## src/rtl/gen_st_pkg.sv

```systemverilog
// Shared definitions for the multi-channel strobe generator:
// mode encodings, channel FSM states and width helpers.
package gen_st_pkg;

  localparam logic [1:0] MODE_FREE  = 2'd0;
  localparam logic [1:0] MODE_ONE   = 2'd1;
  localparam logic [1:0] MODE_BURST = 2'd2;
  localparam logic [1:0] MODE_OFF   = 2'd3;

  typedef enum logic {
    S_IDLE,
    S_RUN
  } state_t;

  function automatic int clog2(input int n);
    int r;
    r = 0;
    for (int v = n - 1; v > 0; v = v >> 1)
      r++;
    return r;
  endfunction

  // A single channel still needs a 1-bit select port.
  function automatic int ch_w(input int n);
    return (n > 1) ? clog2(n) : 1;
  endfunction

endpackage

```

## src/rtl/gen_st_ch.sv

```systemverilog
// One strobe channel: config registers, IDLE/RUN FSM,
// period down-counter, burst counter and registered strobe.
module gen_st_ch
  import gen_st_pkg::*;
#(
  parameter int DIV_W      = 16,
  parameter int BURST_W    = 8,
  parameter int DEF_PERIOD = 50
) (
  input  logic               clk,
  input  logic               rst,
  input  logic               en,
  input  logic               trig,
  input  logic               cfg_we,
  input  logic [DIV_W-1:0]   cfg_period,
  input  logic [1:0]         cfg_mode,
  input  logic [BURST_W-1:0] cfg_burst,
  output logic               st,
  output logic               busy
);

  logic [DIV_W-1:0]   period;
  logic [DIV_W-1:0]   cnt;
  logic [DIV_W-1:0]   cnt_n;
  logic [DIV_W-1:0]   reload;
  logic [BURST_W-1:0] burst;
  logic [BURST_W-1:0] rem;
  logic [BURST_W-1:0] rem_n;
  logic [1:0]         mode;
  logic               start;
  logic               st_n;
  state_t             state;
  state_t             state_n;

  // A zero period behaves as a period of one.
  assign reload = (period == '0) ? '0 : period - DIV_W'(1);

  assign start = en && ((mode == MODE_FREE) ||
                 (((mode == MODE_ONE) || (mode == MODE_BURST)) && trig));

  assign busy = (state == S_RUN);

  always_comb begin
    state_n = state;
    cnt_n   = cnt;
    rem_n   = rem;
    st_n    = 1'b0;
    case (state)
      S_IDLE: begin
        if (start) begin
          state_n = S_RUN;
          cnt_n   = reload;
          if (mode == MODE_BURST)
            rem_n = (burst == '0) ? BURST_W'(1) : burst;
        end
      end
      S_RUN: begin
        if (!en) begin
          state_n = S_IDLE;
          cnt_n   = '0;
        end else if (cnt != '0) begin
          cnt_n = cnt - DIV_W'(1);
        end else begin
          st_n = 1'b1;
          case (mode)
            MODE_FREE: cnt_n = reload;
            MODE_BURST: begin
              rem_n = rem - BURST_W'(1);
              if (rem <= BURST_W'(1))
                state_n = S_IDLE;
              else
                cnt_n = reload;
            end
            default: state_n = S_IDLE;
          endcase
        end
      end
      default: state_n = S_IDLE;
    endcase
  end

  // A config write aborts the channel before any start or strobe.
  always_ff @(posedge clk) begin
    if (rst) begin
      period <= DIV_W'(DEF_PERIOD);
      mode   <= MODE_FREE;
      burst  <= BURST_W'(1);
      cnt    <= '0;
      rem    <= '0;
      state  <= S_IDLE;
      st     <= 1'b0;
    end else if (cfg_we) begin
      period <= cfg_period;
      mode   <= cfg_mode;
      burst  <= cfg_burst;
      cnt    <= '0;
      rem    <= '0;
      state  <= S_IDLE;
      st     <= 1'b0;
    end else begin
      cnt    <= cnt_n;
      rem    <= rem_n;
      state  <= state_n;
      st     <= st_n;
    end
  end

endmodule

```

## src/rtl/gen_st_multi.sv

```systemverilog
// Multi-channel strobe generator: NCH independent channels
// sharing one configuration write port.
module gen_st_multi
  import gen_st_pkg::*;
#(
  parameter int NCH        = 4,
  parameter int DIV_W      = 16,
  parameter int BURST_W    = 8,
  parameter int DEF_PERIOD = 50
) (
  input  logic                   clk,
  input  logic                   rst,
  input  logic [NCH-1:0]         en,
  input  logic [NCH-1:0]         trig,
  input  logic                   cfg_we,
  input  logic [ch_w(NCH)-1:0]   cfg_ch,
  input  logic [DIV_W-1:0]       cfg_period,
  input  logic [1:0]             cfg_mode,
  input  logic [BURST_W-1:0]     cfg_burst,
  output logic [NCH-1:0]         st,
  output logic [NCH-1:0]         busy
);

  localparam int CH_W = ch_w(NCH);

  // Out-of-range selects match no channel and are dropped.
  for (genvar i = 0; i < NCH; i++) begin : g_ch
    logic we;
    assign we = cfg_we && (cfg_ch == CH_W'(i));

    gen_st_ch #(
      .DIV_W     (DIV_W),
      .BURST_W   (BURST_W),
      .DEF_PERIOD(DEF_PERIOD)
    ) u_ch (
      .clk       (clk),
      .rst       (rst),
      .en        (en[i]),
      .trig      (trig[i]),
      .cfg_we    (we),
      .cfg_period(cfg_period),
      .cfg_mode  (cfg_mode),
      .cfg_burst (cfg_burst),
      .st        (st[i]),
      .busy      (busy[i])
    );
  end

endmodule

```

## config.mk

```make
export PLATFORM = sky130hd
export DESIGN_NAME = gen_st_multi
export DESIGN_NICKNAME = d
export VERILOG_FILES = /design/src/rtl/gen_st_pkg.sv /design/src/rtl/gen_st_ch.sv /design/src/rtl/gen_st_multi.sv
export SDC_FILE = /design/constraint.sdc
export NUM_CORES = 1
export LEC_CHECK = 0
export BUFFER_PORTS_ARGS = -buffer_cell sky130_fd_sc_hd__buf_4
export CAP_MARGIN = 25
export CORE_MARGIN = 2
export CORE_UTILIZATION = 25
export CTS_BUF_LIST = sky130_fd_sc_hd__clkbuf_16
export DETAILED_ROUTE_END_ITERATION = 8
export GPL_TIMING_DRIVEN = 0
export PLACE_DENSITY = 0.45
export SYNTH_ARGS = -nofsm -noshare
export SYNTH_HDL_FRONTEND = slang
export SYNTH_SLANG_ARGS = --single-unit
```

## constraint.sdc

```tcl
create_clock -name clk -period 2.77 [get_ports clk]
set_input_delay 0 -clock clk [delete_from_list [all_inputs] [get_ports clk]]
set_output_delay 0 -clock clk [all_outputs]
set_load 0.02 [all_outputs]
```

==> flow_summary.yaml <==
critical_path:
  arrival_ns: 3.07
  cp-start-kind: "flip-flop"
  end_kind: "flip-flop"
  cp_max_fo: 6
  crit_required_ns: 3.18
  critPathKind: "flip-flop to flip-flop"
clock_network:
  path_clk_slew_ns: 0.06
  cts_buffers: 26
  cts_tree: "done"
  ctsLongestPathBuffers: 3
  clock_latency_ns: 0.55
  clock_sinks: 208
  cts_root_buf: "clkbuf_16"
  h-tree-depth: 1
grt:
  grt_pass1_wl_um: 67100
  grt_usage: 0.167
  antenna_found_initial: 0
  grt_pass1_vias: 11910
  grt-ovfl-total: 0
  grt_max_degree: 14
synthesis:
  yosysTopAreaCellShare: 0.341
  yosysUniqueCellTypes: 85
  synthCells: 1653
  synth_fp_nets: 1720
  avgSynthCellArea_sq_um: 7.39
  synth_common_cells: "nand2_1 (301), dfxtp_1 (208), a21oi_1 (189)"
  synth_area_leaders: "dfxtp_1 (34%), nand2_1 (9.2%), a21oi_1 (7.7%)"
  synth.largest_area_cell: "dfxtp_1"
  synthFlopType: "dfxtp_1"
  ys_seq_area_frac: 0.341
  yosys_warnings: 0
  ys_async_sr_fraction: 0
  synth_edf_count: 0
  syn_area_sq_mm: 0.0122
  synth_seq_cells: 208
  yosys.cell_count.top_type: "nand2_1"
routing:
  wl_met2_um: 18800
  drt_wl_total_um: 42400
  num_vias: 12456
  drt-pass1-iter-count: 5
  drc: 0
  routedWlPerCell_um: 17.7
  vias_per_cell: 5.19
  drtIter0Drc: 918
  drtAntennaViolNets: 0
  highest_layer: "met4"
  dr_wl_met3_um: 2110
  wirelength_met1_um: 20300
pwr:
  p_leak_nw: 5.14
  p_per_area_mw_per_mm2: 586
  peakVddDrop_uv: 379
worst_hold_path:
  holdCritPathClass: "input pin to flip-flop"
sta:
  period_share: 0.959
  holdWs_ns: 0.0179
  fin_tns_setup_ns: 0
  max_freq_ghz: 0.376
  finalSetupViolCount: 0
  rsz0062_at_grt: "yes"
  slew_viol_final: 0
  worst_slack_ns: 0.113
  finClkSkew_ns: 0.00708
  max_slew_margin: 0.335
  hold_viol: 0
  tightestPinTransition_ns: 0.988
  fin_crit_ns: 2.66
floorplan:
  die_w_um: 225
  ios: 47
  die_h_um: 225
  start_util: 0.252
  die_area_sq_mm: 0.0507
  core_area_sq_mm: 0.0485
  core.rowCount: 81
placement:
  hpwl_um: 31500
  routabilityCongestion: 0.869
  io_buffers: 44
  placedCellCount: 2321
  placed_cell_area_sq_mm: 0.0133
  dpl_worst_slack_ns: -0.162
final_layout:
  nets: 1827
  diodes: 0
  final_cells: 2401
  drive_gt1_frac: 0.0916
  final_area_sq_mm: 0.0146
  syn_to_final_growth_pct: 19.5
flow_run:
  maxCapViolCount: 0
outcome:
  outcome: "finished clean"
per-layer routing:
| layer | up-vias | track usage |
|---|---|---|
| li1 | 6209 | - |
| met1 | 5874 | 0.232 |
| met2 | 303 | 0.265 |
| met3 | 70 | 0.0253 |
| met4 | 0 | 0.0513 |
| met5 | - | 0 |
flip-flops by register name, summed over array words and instances (netlist names):
register,count
g_ch.u_ch.busy,4
g_ch.u_ch.mode,8
g_ch.u_ch.period,64
g_ch.u_ch.burst,32
g_ch.u_ch.rem,32
g_ch.u_ch.st,4
g_ch.u_ch.cnt,64
logic make-up after synthesis:
family	Yosys count	synth area share
simple gates	711	0.280
compound gates	496	0.257
flops	208	0.341
buf+inv	154	0.0513
xor+xnor	43	0.0308
fa+ha+maj	28	0.0287
mux	13	0.0109
power breakdown:
group	switching, mW	leakage (nW)	internal, mW
Clock	1.42	0.405	1.95
Sequential	0.168	1.69	3.13
Combinational	1.18	3.04	0.715
through the flow:
step / power, mW / utilization
2_1_floorplan: 4.60 / -
3_3_place_gp: 5.16 / 0.275
3_5_place_dp: 5.17 / 0.275
4_1_cts: 8.62 / 0.299
5_1_grt: 9.02 / 0.301
6_report: 8.56 / 0.301
cell usage in the layout (no fill, tap or decap), types with 22 or more instances in the layout:
master	count
a21oi_1	189
buf_4	55
clkbuf_1	72
clkbuf_16	27
dfxtp_1	208
dlygate4sd3_1	33
ha_1	28
inv_1	56
nand2_1	301
nand3_1	36
nor2_1	123
nor3_1	49
nor4_1	36
o21ai_0	95
o22ai_1	22
or4_1	22
xnor2_1	30
critical path, stage by stage (launching register included):
cell and delay, ns:
dfxtp_1 0.37, inv_1 0.09, ha_1 0.22, or4b_2 0.60, clkbuf_1 0.19, nor4_2 0.39, mux2i_1 0.31, o22ai_1 0.10
a22oi_1 0.18, nor2_1 0.06
final cells by class:
class | count | area [sq um]
Buffer | 98 | 423
Clock buffer | 27 | 676
Clock inverter | 20 | 159
Fill cell | 5216 | 33900
Inverter | 55 | 206
Multi-Input combinational cell | 1291 | 7520
Sequential cell | 208 | 4160
Tap cell | 622 | 778
Timing Repair Buffer | 80 | 678
timing repair:
item                       CTS  global route
setup buffers                0             1
hold endpoints to repair   111             0
resized for setup            4            22
pin swaps                    0             2
hold buffers                33             0
setup endpoints to repair   11            66
worst paths after layout:
kind	from	end	slack (ns)	cells after the start
hold reg to reg	g_ch[2].u_ch.period[11]	g_ch[2].u_ch.period[11]	0.46	2
setup reg to reg	g_ch[1].u_ch.period[0]	g_ch[1].u_ch.cnt[12]	0.11	9
setup / recovery	g_ch[1].u_ch.period[0]	g_ch[1].u_ch.cnt[12]	0.11	9
hold / removal	trig[3]	g_ch[3].u_ch.busy	0.02	4
Note: power is estimated with default switching activity, not from simulation.
